## config.mk

```make
export PLATFORM = sky130hd
export DESIGN_NAME = xbar_rr_arb
export DESIGN_NICKNAME = d
export VERILOG_FILES = /design/src/rtl/xbar_rr_arb_pkg.sv /design/src/rtl/xbar_rr_pick.sv /design/src/rtl/xbar_rr_arb.sv
export SDC_FILE = /design/constraint.sdc
export NUM_CORES = 1
export LEC_CHECK = 0
export CAP_MARGIN = 15
export CORE_MARGIN = 3
export CORE_UTILIZATION = 25
export DETAILED_ROUTE_END_ITERATION = 10
export GPL_TIMING_DRIVEN = 0
export PLACE_DENSITY_LB_ADDON = 0.05
export SLEW_MARGIN = 10
export SYNTH_ARGS = -nofsm -noshare
export SYNTH_HDL_FRONTEND = slang
export SYNTH_HIERARCHICAL = 1
export SYNTH_SLANG_ARGS = --single-unit
```

## constraint.sdc

```tcl
create_clock -name clk -period 2.4 [get_ports clk]
set_input_delay 0.48 -clock clk [delete_from_list [all_inputs] [get_ports clk]]
set_output_delay 0.48 -clock clk [all_outputs]
set_load 0.1 [all_outputs]
```

## src/rtl/xbar_rr_arb_pkg.sv

```systemverilog
// Shared crossbar arbiter defaults and FSM state encoding.
// Kept in one place so the arbiter and its bench decode states the same way.
package xbar_rr_arb_pkg;

    localparam int XBAR_N        = 4;
    localparam int XBAR_SW       = 2;
    localparam int XBAR_HOLD_MAX = 16;

    typedef enum logic {
        ST_IDLE  = 1'b0,
        ST_GRANT = 1'b1
    } arb_state_e;

endpackage

```

## src/rtl/xbar_rr_pick.sv

```systemverilog
// Round-robin pick: first requesting index at or after ptr, wrapping modulo N.
// Purely combinational; the owning arbiter registers the result.
module xbar_rr_pick #(
    parameter int N  = 4,
    parameter int SW = 2
) (
    input  logic [N-1:0]  req,
    input  logic [SW-1:0] ptr,
    output logic [SW-1:0] idx,
    output logic          any
);

    int cand;

    // Walk the rotated request vector from ptr and take the first hit.
    // The wrap is modulo N, not modulo 2**SW, so unused codes never appear.
    always_comb begin
        idx  = '0;
        any  = 1'b0;
        cand = 0;
        for (int k = 0; k < N; k++) begin
            cand = int'(ptr) + k;
            if (cand >= N) begin
                cand = cand - N;
            end
            if (!any && req[cand]) begin
                any = 1'b1;
                idx = SW'(cand);
            end
        end
    end

endmodule

```

## src/rtl/xbar_rr_arb.sv

```systemverilog
// Per-output round-robin arbiter for the crossbar; drives the N:1 mux select.
// Grants are registered, held until release, and force-released at HOLD_MAX.
module xbar_rr_arb
    import xbar_rr_arb_pkg::*;
#(
    parameter int N        = XBAR_N,
    parameter int SW       = XBAR_SW,
    parameter int HOLD_MAX = XBAR_HOLD_MAX
) (
    input  logic          clk,
    input  logic          rst,
    input  logic [N-1:0]  req,
    input  logic          done,
    output logic [SW-1:0] sel,
    output logic [N-1:0]  gnt,
    output logic          busy,
    output logic          timeout
);

    arb_state_e    state;
    arb_state_e    state_d;
    logic [SW-1:0] ptr;
    logic [SW-1:0] ptr_d;
    logic [15:0]   hold_cnt;
    logic [15:0]   hold_d;
    logic [SW-1:0] sel_d;
    logic [N-1:0]  gnt_d;
    logic          busy_d;
    logic          timeout_d;
    logic [SW-1:0] pick_idx;
    logic          pick_any;
    logic          own_req;
    logic          at_limit;

    xbar_rr_pick #(
        .N  (N),
        .SW (SW)
    ) u_pick (
        .req (req),
        .ptr (ptr),
        .idx (pick_idx),
        .any (pick_any)
    );

    assign own_req  = req[sel];
    assign at_limit = (hold_cnt == 16'(HOLD_MAX));

    // Next-state logic: registers hold by default, timeout only pulses.
    // Releasing always lands in IDLE, which guarantees one gnt=0 bubble.
    always_comb begin
        state_d   = state;
        sel_d     = sel;
        gnt_d     = gnt;
        busy_d    = busy;
        timeout_d = 1'b0;
        ptr_d     = ptr;
        hold_d    = hold_cnt;
        case (state)
            ST_IDLE: begin
                if (pick_any) begin
                    state_d = ST_GRANT;
                    sel_d   = pick_idx;
                    busy_d  = 1'b1;
                    hold_d  = 16'd1;
                    for (int i = 0; i < N; i++) begin
                        gnt_d[i] = (pick_idx == SW'(i));
                    end
                end
            end
            ST_GRANT: begin
                if (done || !own_req || at_limit) begin
                    state_d   = ST_IDLE;
                    gnt_d     = '0;
                    busy_d    = 1'b0;
                    hold_d    = 16'd0;
                    ptr_d     = (sel == SW'(N - 1)) ? '0 : sel + SW'(1);
                    timeout_d = at_limit && !done && own_req;
                end else if (hold_cnt != 16'hFFFF) begin
                    hold_d = hold_cnt + 16'd1;
                end
            end
            default: begin
                state_d = ST_IDLE;
            end
        endcase
    end

    // State and output registers with synchronous reset.
    always_ff @(posedge clk) begin
        if (rst) begin
            state    <= ST_IDLE;
            sel      <= '0;
            gnt      <= '0;
            busy     <= 1'b0;
            timeout  <= 1'b0;
            ptr      <= '0;
            hold_cnt <= 16'd0;
        end else begin
            state    <= state_d;
            sel      <= sel_d;
            gnt      <= gnt_d;
            busy     <= busy_d;
            timeout  <= timeout_d;
            ptr      <= ptr_d;
            hold_cnt <= hold_d;
        end
    end

endmodule

```

# Yosys cells after proc, flatten, opt, wreduce, memory -nomap -nowiden
# Cells that the tools add are included.
# totals
inputBits,7
reg_bits,27
out_inout_bits,8
word_cells,94
# classes
n_lt_le_gt_ge,9
reduce_logical,18
n_addsub,9
n_eq_ne,9
bitwise_logic,2
mux,40
# ops
op,n
$lt 32x4->1 const B,4
$mux 32,4
$ge 32x4->1 const B,3
$sub 32x4->32 const B,3
$mux 16,3
$pmux 16 s2,1
$mux 1,17
$add 16x1->16 const B,1
$eq 16x5->1 const B,1
$ne 16x16->1 const B,1
$bmux 1 s2,5
$mux 2,5
$mux 4,2
$pmux 4 s2,1
$reduce_and 2->1,4
$add 2x2->3 const B,2
$eq 2x2->1 const B,3
$logic_and 1x1->1,5
$logic_not 1->1,5
$pmux 1 s2,2
$sub 2x3->4 const B,1
$add 2x1->3 const B,1
$ge 2x3->1 const B,1
$lt 2x3->1 const B,1
9 further kinds,11

# Depth between registers and ports, before layout
# Gate-level depths: netlist of the first run.
# depth
ltp_word,18
ltp_mapped,9
ltp_nobuf,7

# By module
# The synthesis of the first run kept the hierarchy.
# modules_own_cells
mod,seq_area_each_um2,n_inst,cells_per_inst,area_each_um2
xbar_rr_arb,540.5,1,166,1408.9
xbar_rr_pick,0.0,1,15,77.6

# Worst setup path before layout of the first run
# Ideal clock, no wire load.
# synth_path
kind,reg-to-reg
startpoint,register sel[0]
endpoint,register ptr[0]
setup_time_ns,0.071
path_stages_with_launch,6
n_path_buf,0
t_required_ns,2.329
period_less_slack_ns,2.435
path_slack_ns,-0.035
t_arrival_ns,2.364
path_cell_list,dfxtp_1 > mux2_2 > a22oi_2 > o21ai_1 > or3_1 > a21oi_1
# synth_between
elab_chain_len,6
elab_cells_between_ends,9
cone_classes,add/sub (1); eq/ne (1); mux (3); reduce/logical (4)
# synth_rtl
item,line,rtl
start: declaration,xbar_rr_arb.sv:14,"output logic [SW-1:0] sel,"
start signal: assignment,xbar_rr_arb.sv:100,sel <= sel_d;
$bmux 1 s2,xbar_rr_arb.sv:45,assign own_req = req[sel];
$mux 1 (implied by the code),xbar_rr_arb.sv:45,
$logic_not 1->1,xbar_rr_arb.sv:71,if (done || !own_req || at_limit) begin
$logic_or 1x1->1 (2 in a row),xbar_rr_arb.sv:71,
$reduce_and 2->1 (no source line),-,
end signal: assignment,xbar_rr_arb.sv:104,ptr <= ptr_d;
end: declaration,xbar_rr_arb.sv:22,logic [SW-1:0] ptr;
# Parallel ways exist; a longest one is shown, timed or not. The select of a mux whose other input is x is not followed.
# A chain may end at the register's enable or synchronous reset.

# Worst setup path in the final report of the first run
# layout_path
startpoint,register sel[0]
endpoint,output port sel[0]
# No word-level cell between the ends.

==> summary.md, run 1 <==
| Metric | Value |
|---|---|
| Status | `finished, final reports clean` |
| Async SR Flop Fraction | `0%` |
| Site row count | `27` |
| Routed WL | `4320 um` |
| Syn Nets | `191` |
| DRT Pass-1 Iters | `4` |
| Cells after Synth | `181` |
| Total power draw | `974 uW` |
| Post-route ant nets | `0` |
| Cts bufs inserted | `3` |
| Share of layout cells above drive strength 1 | `10.4%` |
| Met1 usage | `18.8%` |
| Final Skew | `0.00711 ns` |
| Vias in the first global route | `1414` |
| Mapped Area | `1490 um^2` |
| Number of synthesized register bits | `27` |
| Max-Cap Viols | `0` |
| VDD IR-drop max | `0.227 mV` |
| CTS tree | `built` |
| Max stage delay on crit path | `1.15 ns` |
| Iteration-0 DRC Markers | `101` |
| Slew headroom | `35.2%` |
| Die height | `83.1 um` |
| Area Overhead vs Synth | `21.5%` |
| RSZ-0062 raised after global routing | `false` |
| Commonest non-fill, non-tap cell in the layout | `dfxtp_1` |
| Clock Latency Late Sink | `0.29 ns` |
| Post-route core utilization | `32.0%` |
| CP delay by family, top | `buffers and inverters` |
| DIE AREA | `6910 um^2` |
| Synth Flop Type | `dfxtp_1` |
| Critical Path RT | `1.92 ns` |
| Pins Over Slew Limit | `0` |
| Starting Density | `26.3%` |
| Drt drc | `0` |
| Hold slack final | `0.474 ns` |
| Kind of start point of the critical path | `flop` |
| Register area share after synthesis | `36.4%` |
| GP Congestion | `0.859` |
| Fill count | `590` |
| Final Cell Area | `1810 um^2` |
| Port Buffers | `14` |
| Largest net degree at the start of global routing | `18` |
| Die Wd | `83.1 um` |
| Initial antenna violation count | `0` |
| EDFF count, synth | `0` |
| Worst Path Buf+Inv | `1` |
| Clk root buf | `clkbuf_8` |
| Synthesis Warnings | `6` |
| Clk pwr share | `30.7%` |
| Final HPWL DP | `3120 um` |
| Hold Vio Cnt, Final | `0` |
| Hold Path Class | `flop to flop` |
| Mapped Avg Cell Area | `8.21 um^2` |
| PD cells | `539 nW/um^2` |
| Busiest grt layer | `met2` |
| DR vias | `1452` |
| Fin nets | `213` |
| Reg clk slew, reported paths | `0.11 ns` |
| GR Util met2 | `19.0%` |
| Gr ovfl total | `0` |
| Tcrit/Tclk final | `97.6%` |
| Core box area | `5640 um^2` |
| Most frequent cells in the layout | `25 x dfxtp_1, 14 x nand2_1, 14 x a21oi_1, 13 x clkdlybuf4s50_1, 12 x inv_1` |
| First-pass GRT wire length | `7270 um` |
| Min cycle time layout | `2.34 ns` |
| CP Capture Type | `output pin` |
| I/O pin count | `15` |
| DP Area | `1720 um^2` |
| Crit Path Max Fanout | `6` |
| CP arrival | `1.86 ns` |
| Crit path kind | `flop to output pin` |
| Int Power | `650 uW` |
| Crit path max-delay cell type | `clkdlybuf4s50_1` |
| Worst Tran Pin Value | `0.970 ns` |
| Net Sw Frac | `33.2%` |
| Pleak | `0.000646 uW` |
| GR Util All Layers | `12.8%` |
| Synth cell types | `48` |
| H-tree depth | `1` |
| DR vias/cell | `5.30` |
| Sequential share of power | `49.2%` |
| WL per Instance | `15.8 um` |
| Antenna cells | `0` |
| TritonCTS Sinks | `27` |
| Post-route setup TNS | `0 ns` |
| Comb pwr share | `20.1%` |
| Fmax | `427 MHz` |
| Critical-path cell list | `clkdlybuf4s50_1` |
| Final setup fails | `0` |
| Met3 Use GR | `2.08%` |
| Switching pwr | `323 uW` |
| Clock Tree Buf Depth | `2` |
## registers in the layout, summed over array words and instances, names as in the netlist
| register | cells |
|---|---|
| busy | 1 |
| gnt | 4 |
| hold_cnt | 16 |
| ptr | 2 |
| sel | 2 |
| state | 1 |
| timeout | 1 |
## cells by family (layout without fill, tap and decap cells)
group | after synthesis | count (layout) | synth area share [%]
compound gates | 47 | 47 | 20.9
fa+ha+maj | 3 | 3 | 2.53
buf+inv | 19 | 40 | 5.64
flops | 27 | 27 | 36.4
mux | 5 | 5 | 3.54
simple gates | 80 | 80 | 31.1
## cell type report
cell class | instances | area (um^2) | area share, %
Multi-Input combinational cell | 135 | 875 | 48.4
Sequential cell | 27 | 543 | 30.1
Timing Repair Buffer | 17 | 165 | 9.14
Tap cell | 72 | 90.1 | 4.99
Inverter | 13 | 48.8 | 2.70
Clock buffer | 3 | 41.3 | 2.29
Buffer | 6 | 35.0 | 1.94
Clock inverter | 1 | 8.76 | 0.485
## power groups by stage
stage	Sequential (uW)	Combinational [uW]	Clock, uW
final	479	196	299
after CTS	479	196	309
after floorplan	549	74.6	0
after global placement	489	189	0
after global routing	483	211	335
after detailed placement	489	192	0
## worst paths after layout
path,start,to,slack [ns],cells past startpoint
worst max-delay path,sel[0]$_SDFFE_PP0P_,sel[0],0.06,1
worst min-delay path,gnt[0]$_SDFFE_PP0P_,gnt[0]$_SDFFE_PP0P_,0.47,1
worst max register to register,hold_cnt[1]$_SDFFE_PP0P_,hold_cnt[4]$_SDFFE_PP0P_,0.20,9
worst min register to register,gnt[0]$_SDFFE_PP0P_,gnt[0]$_SDFFE_PP0P_,0.47,1
## synth_stat cells (all sizes together), types with 2 or more instances
cell	number	area [um^2]
dfxtp	27	541
a21oi	14	70.1
nand2	14	52.6
inv	13	48.8
nor2	12	45.0
nand3	11	55.1
a31oi	8	50.1
o21ai	7	35.0
and3	6	37.5
nand4	6	37.5
nor4	6	37.5
nor3	4	20.0
buf	3	23.8
clkbuf	3	11.3
ha	3	37.5
mux2i	3	30.0
nand2b	3	18.8
nor3b	3	22.5
nor4b	3	41.3
a211oi	2	15.0
a22o	2	17.5
a41oi	2	17.5
and4	2	17.5
mux2	2	22.5
nand3b	2	15.0
nor2b	2	12.5
o22ai	2	12.5
## per-layer routing
metal  wire length, um  share of wire (%)
met5                 0                  0
met2              1900                 44
met4                17               0.39
met3               119                2.8
met1              2280                 53
## repair_timing
item | CTS | global route
hold buffers | 0 | 0
cloned | 0 | 0
endpoints found under the setup margin | 12 | 12
buffers inserted | 3 | 0
gates resized for setup | 1 | 4
pin swaps | 1 | 0
## stage by stage
step,cells,setup slack (ns)
6_report,274,0.0570
4_1_cts,274,0.0366
3_5_place_dp,267,-0.390
2_1_floorplan,181,0.179
5_1_grt,274,0.00905
3_3_place_gp,267,-0.395
(Power assumes the default switching activity.)
==> run 2: changes to the inputs <==
--- a/config.mk
+++ b/config.mk
@@ -6,6 +6,7 @@
 export NUM_CORES = 1
 export LEC_CHECK = 0
 export CAP_MARGIN = 15
+export CORE_ASPECT_RATIO = 1.75
 export CORE_MARGIN = 3
 export CORE_UTILIZATION = 25
 export DETAILED_ROUTE_END_ITERATION = 10
@@ -14,5 +15,4 @@
 export SLEW_MARGIN = 10
 export SYNTH_ARGS = -nofsm -noshare
 export SYNTH_HDL_FRONTEND = slang
-export SYNTH_HIERARCHICAL = 1
 export SYNTH_SLANG_ARGS = --single-unit
==> summary.md, run 2 <==
| Metric | Value |
|---|---|
| Leading area contributor after synthesis | `dfxtp_1` |
| Tcrit/Tclk final | `95.3%` |
| CP delay by family, top | `buffers and inverters` |
| Mapped Area | `1520 um^2` |
| R2r endpoint | `hold_cnt[8]$_SDFFE_PP0P_` |
| Clock Tree Buf Depth | `2` |
| Hold Vio Cnt, Final | `0` |
| Clock Latency Late Sink | `0.28 ns` |
| Drt drc | `0` |
| Critical-path cell list | `clkdlybuf4s50_1` |
| Max stage delay on crit path | `1.14 ns` |
| Min-Delay Endpoint | `gnt[2]$_SDFFE_PP0P_` |
| Top cell type's share of synthesized area | `35.6%` |
| Crit Path Max Fanout | `6` |
| Critical Path RT | `1.92 ns` |
| Worst Path Buf+Inv | `1` |
| CP arrival | `1.81 ns` |
| Area Overhead vs Synth | `20.2%` |
| Synth top area cells | `dfxtp_1 36%, a21oi_1 6.6%, or4_1 5.4%` |
| Fmax | `437 MHz` |
| Hold Path Class | `flop to flop` |
| Most frequent cells in the layout | `26 x dfxtp_1, 20 x a21oi_1, 15 x nand2_1, 13 x clkdlybuf4s50_1` |
| Worst Tran Pin Value | `0.975 ns` |
| PD cells | `520 nW/um^2` |
| Top Registers | `hold_cnt (16), gnt (4)` |
| Uppermost layer routed | `met4` |
| Met1 wire length | `1660 um` |
| Register area share after synthesis | `35.6%` |
| Final setup fails | `0` |
| GP Congestion | `0.875` |
| Cts bufs inserted | `3` |
| CP Capture Type | `output pin` |
| Crit path kind | `flop to output pin` |
| Final HPWL DP | `3400 um` |
| Final Skew | `0.00397 ns` |
| DP Area | `1760 um^2` |
| Number of synthesized register bits | `27` |
| Syn Nets | `195` |
| EDFF count, synth | `0` |
| Largest net degree at the start of global routing | `16` |
| Top reg by flops | `hold_cnt` |
| Initial antenna violation count | `0` |
| Pleak | `0.000559 uW` |
| Clk root buf | `clkbuf_8` |
| Routed WL | `4350 um` |
| Site row count | `37` |
| Antenna cells | `0` |
| Share of layout cells above drive strength 1 | `11.8%` |
| CTS tree | `built` |
| Met3 routed WL | `91 um` |
| Final worst slack | `0.113 ns` |
| Slew headroom | `34.8%` |
| R2R depth | `8` |
| Commonest non-fill, non-tap cell in the layout | `dfxtp_1` |
| Post-route ant nets | `0` |
| Async SR Flop Fraction | `0%` |
| Synthesis Warnings | `0` |
| DIE AREA | `7090 um^2` |
| Post-route core utilization | `31.1%` |
| Worst Hold Depth | `2` |
| TritonCTS Sinks | `27` |
| Mapped Avg Cell Area | `8.22 um^2` |
| Most instantiated cells after synthesis | `27 x dfxtp_1, 20 x a21oi_1, 15 x nand2_1, 11 x nor2_1, 11 x or4_1` |
| DRT Pass-1 Iters | `4` |
| Fin nets | `215` |
| Max FFs per register | `16` |
| Cells after Synth | `185` |
| Die Wd | `64.9 um` |
| DR vias | `1466` |
| Min-delay src | `gnt[2]$_SDFFE_PP0P_` |
| Status | `finished, final reports clean` |
| Launch point of the worst reg-to-reg path | `hold_cnt[0]$_SDFFE_PP0P_` |
| Kind of start point of the critical path | `flop` |
| Post-route setup TNS | `0 ns` |
| WL per Instance | `15.4 um` |
| Port Buffers | `14` |
| Gr ovfl total | `0` |
| DR vias/cell | `5.20` |
| Final Cell Area | `1830 um^2` |
| Most numerous cell in the Yosys netlist | `dfxtp_1` |
| CP Depth | `1` |
| Max-Cap Viols | `0` |
| Synth Flop Type | `dfxtp_1` |
| Crit path max-delay cell type | `clkdlybuf4s50_1` |
| VDD IR-drop max | `0.193 mV` |
| Core box area | `5880 um^2` |
| Iteration-0 DRC Markers | `46` |
| R2R setup slack | `0.20 ns` |
| I/O pin count | `15` |
| GR Util All Layers | `13.3%` |
| Min cycle time layout | `2.29 ns` |
| Dpl ws | `-0.380 ns` |
| Pins Over Slew Limit | `0` |
| Cts hold-fix bufs | `0` |
| Vias in the first global route | `1493` |
| RSZ-0062 raised after global routing | `false` |
| H-tree depth | `1` |
| First-pass GRT wire length | `7250 um` |
| Starting Density | `25.9%` |
| Reg clk slew, reported paths | `0.10 ns` |
| Die height | `109 um` |
| Met2 Wirelength | `2410 um` |
| Synth cell types | `38` |
[run 2: per-stage QoR]
| stage | cells | hold slack [ns] | total power [uW] |
|---|---|---|---|
| 5_1_grt | 282 | 0.510 | 996 |
| 2_1_floorplan | 185 | 0.474 | 626 |
| 3_5_place_dp | 277 | 0.467 | 688 |
| 6_report | 282 | 0.483 | 951 |
| 4_1_cts | 281 | 0.491 | 963 |
| 3_3_place_gp | 277 | 0.464 | 686 |
[run 2: logic make-up (layout without fill, tap and decap cells)]
logic type      Yosys count  after routing  synth area share [%]
simple gates             83             83                  32.2
buf+inv                  20             39                  7.33
compound gates           48             48                  19.8
mux                       4              4                  2.63
flops                    27             27                  35.6
fa+ha+maj                 3              3                  2.47
[run 2: worst max-delay path by stage]
stage / startpoint / endpoint / slack, ns
5_1_grt: hold_cnt[3]$_SDFFE_PP0P_ / hold_cnt[3]$_SDFFE_PP0P_ / 0.01
3_3_place_gp: done / hold_cnt[2]$_SDFFE_PP0P_ / -0.31
2_1_floorplan: sel[1]$_SDFFE_PP0P_ / hold_cnt[14]$_SDFFE_PP0P_ / 0.02
6_report: sel[0]$_SDFFE_PP0P_ / sel[0] / 0.11
4_1_cts: req[1] / hold_cnt[12]$_SDFFE_PP0P_ / 0.04
3_5_place_dp: req[3] / hold_cnt[3]$_SDFFE_PP0P_ / -0.38
[run 2: cell type report]
type                    count  area, um^2
repair buffers             15         146
well taps                  78        97.6
fillers                   676        4050
multi-input cells         138         885
clock buffers               3        41.3
flip-flops and latches     27         542
inverters                   8        30.0
clock inverters             1        5.00
plain buffers              12        81.3
[run 2: per-layer routing]
layer  vias up  GRT usage [%]
met1       689           12.9
li1        739              -
met2        25           26.3
met3        13           1.65
met4         0           7.11
met5         -              0
[run 2: what timing repair did]
action,CTS,global route
hold endpoints to repair,0,0
pin swaps,0,2
setup buffers,0,1
gates cloned,0,0
gates resized for setup,2,3
endpoints found under the setup margin,11,18
[run 2: power by group]
group | switching (uW) | internal [uW]
combinational | 136 | 64.7
clock | 155 | 117
sequential | 14.8 | 464
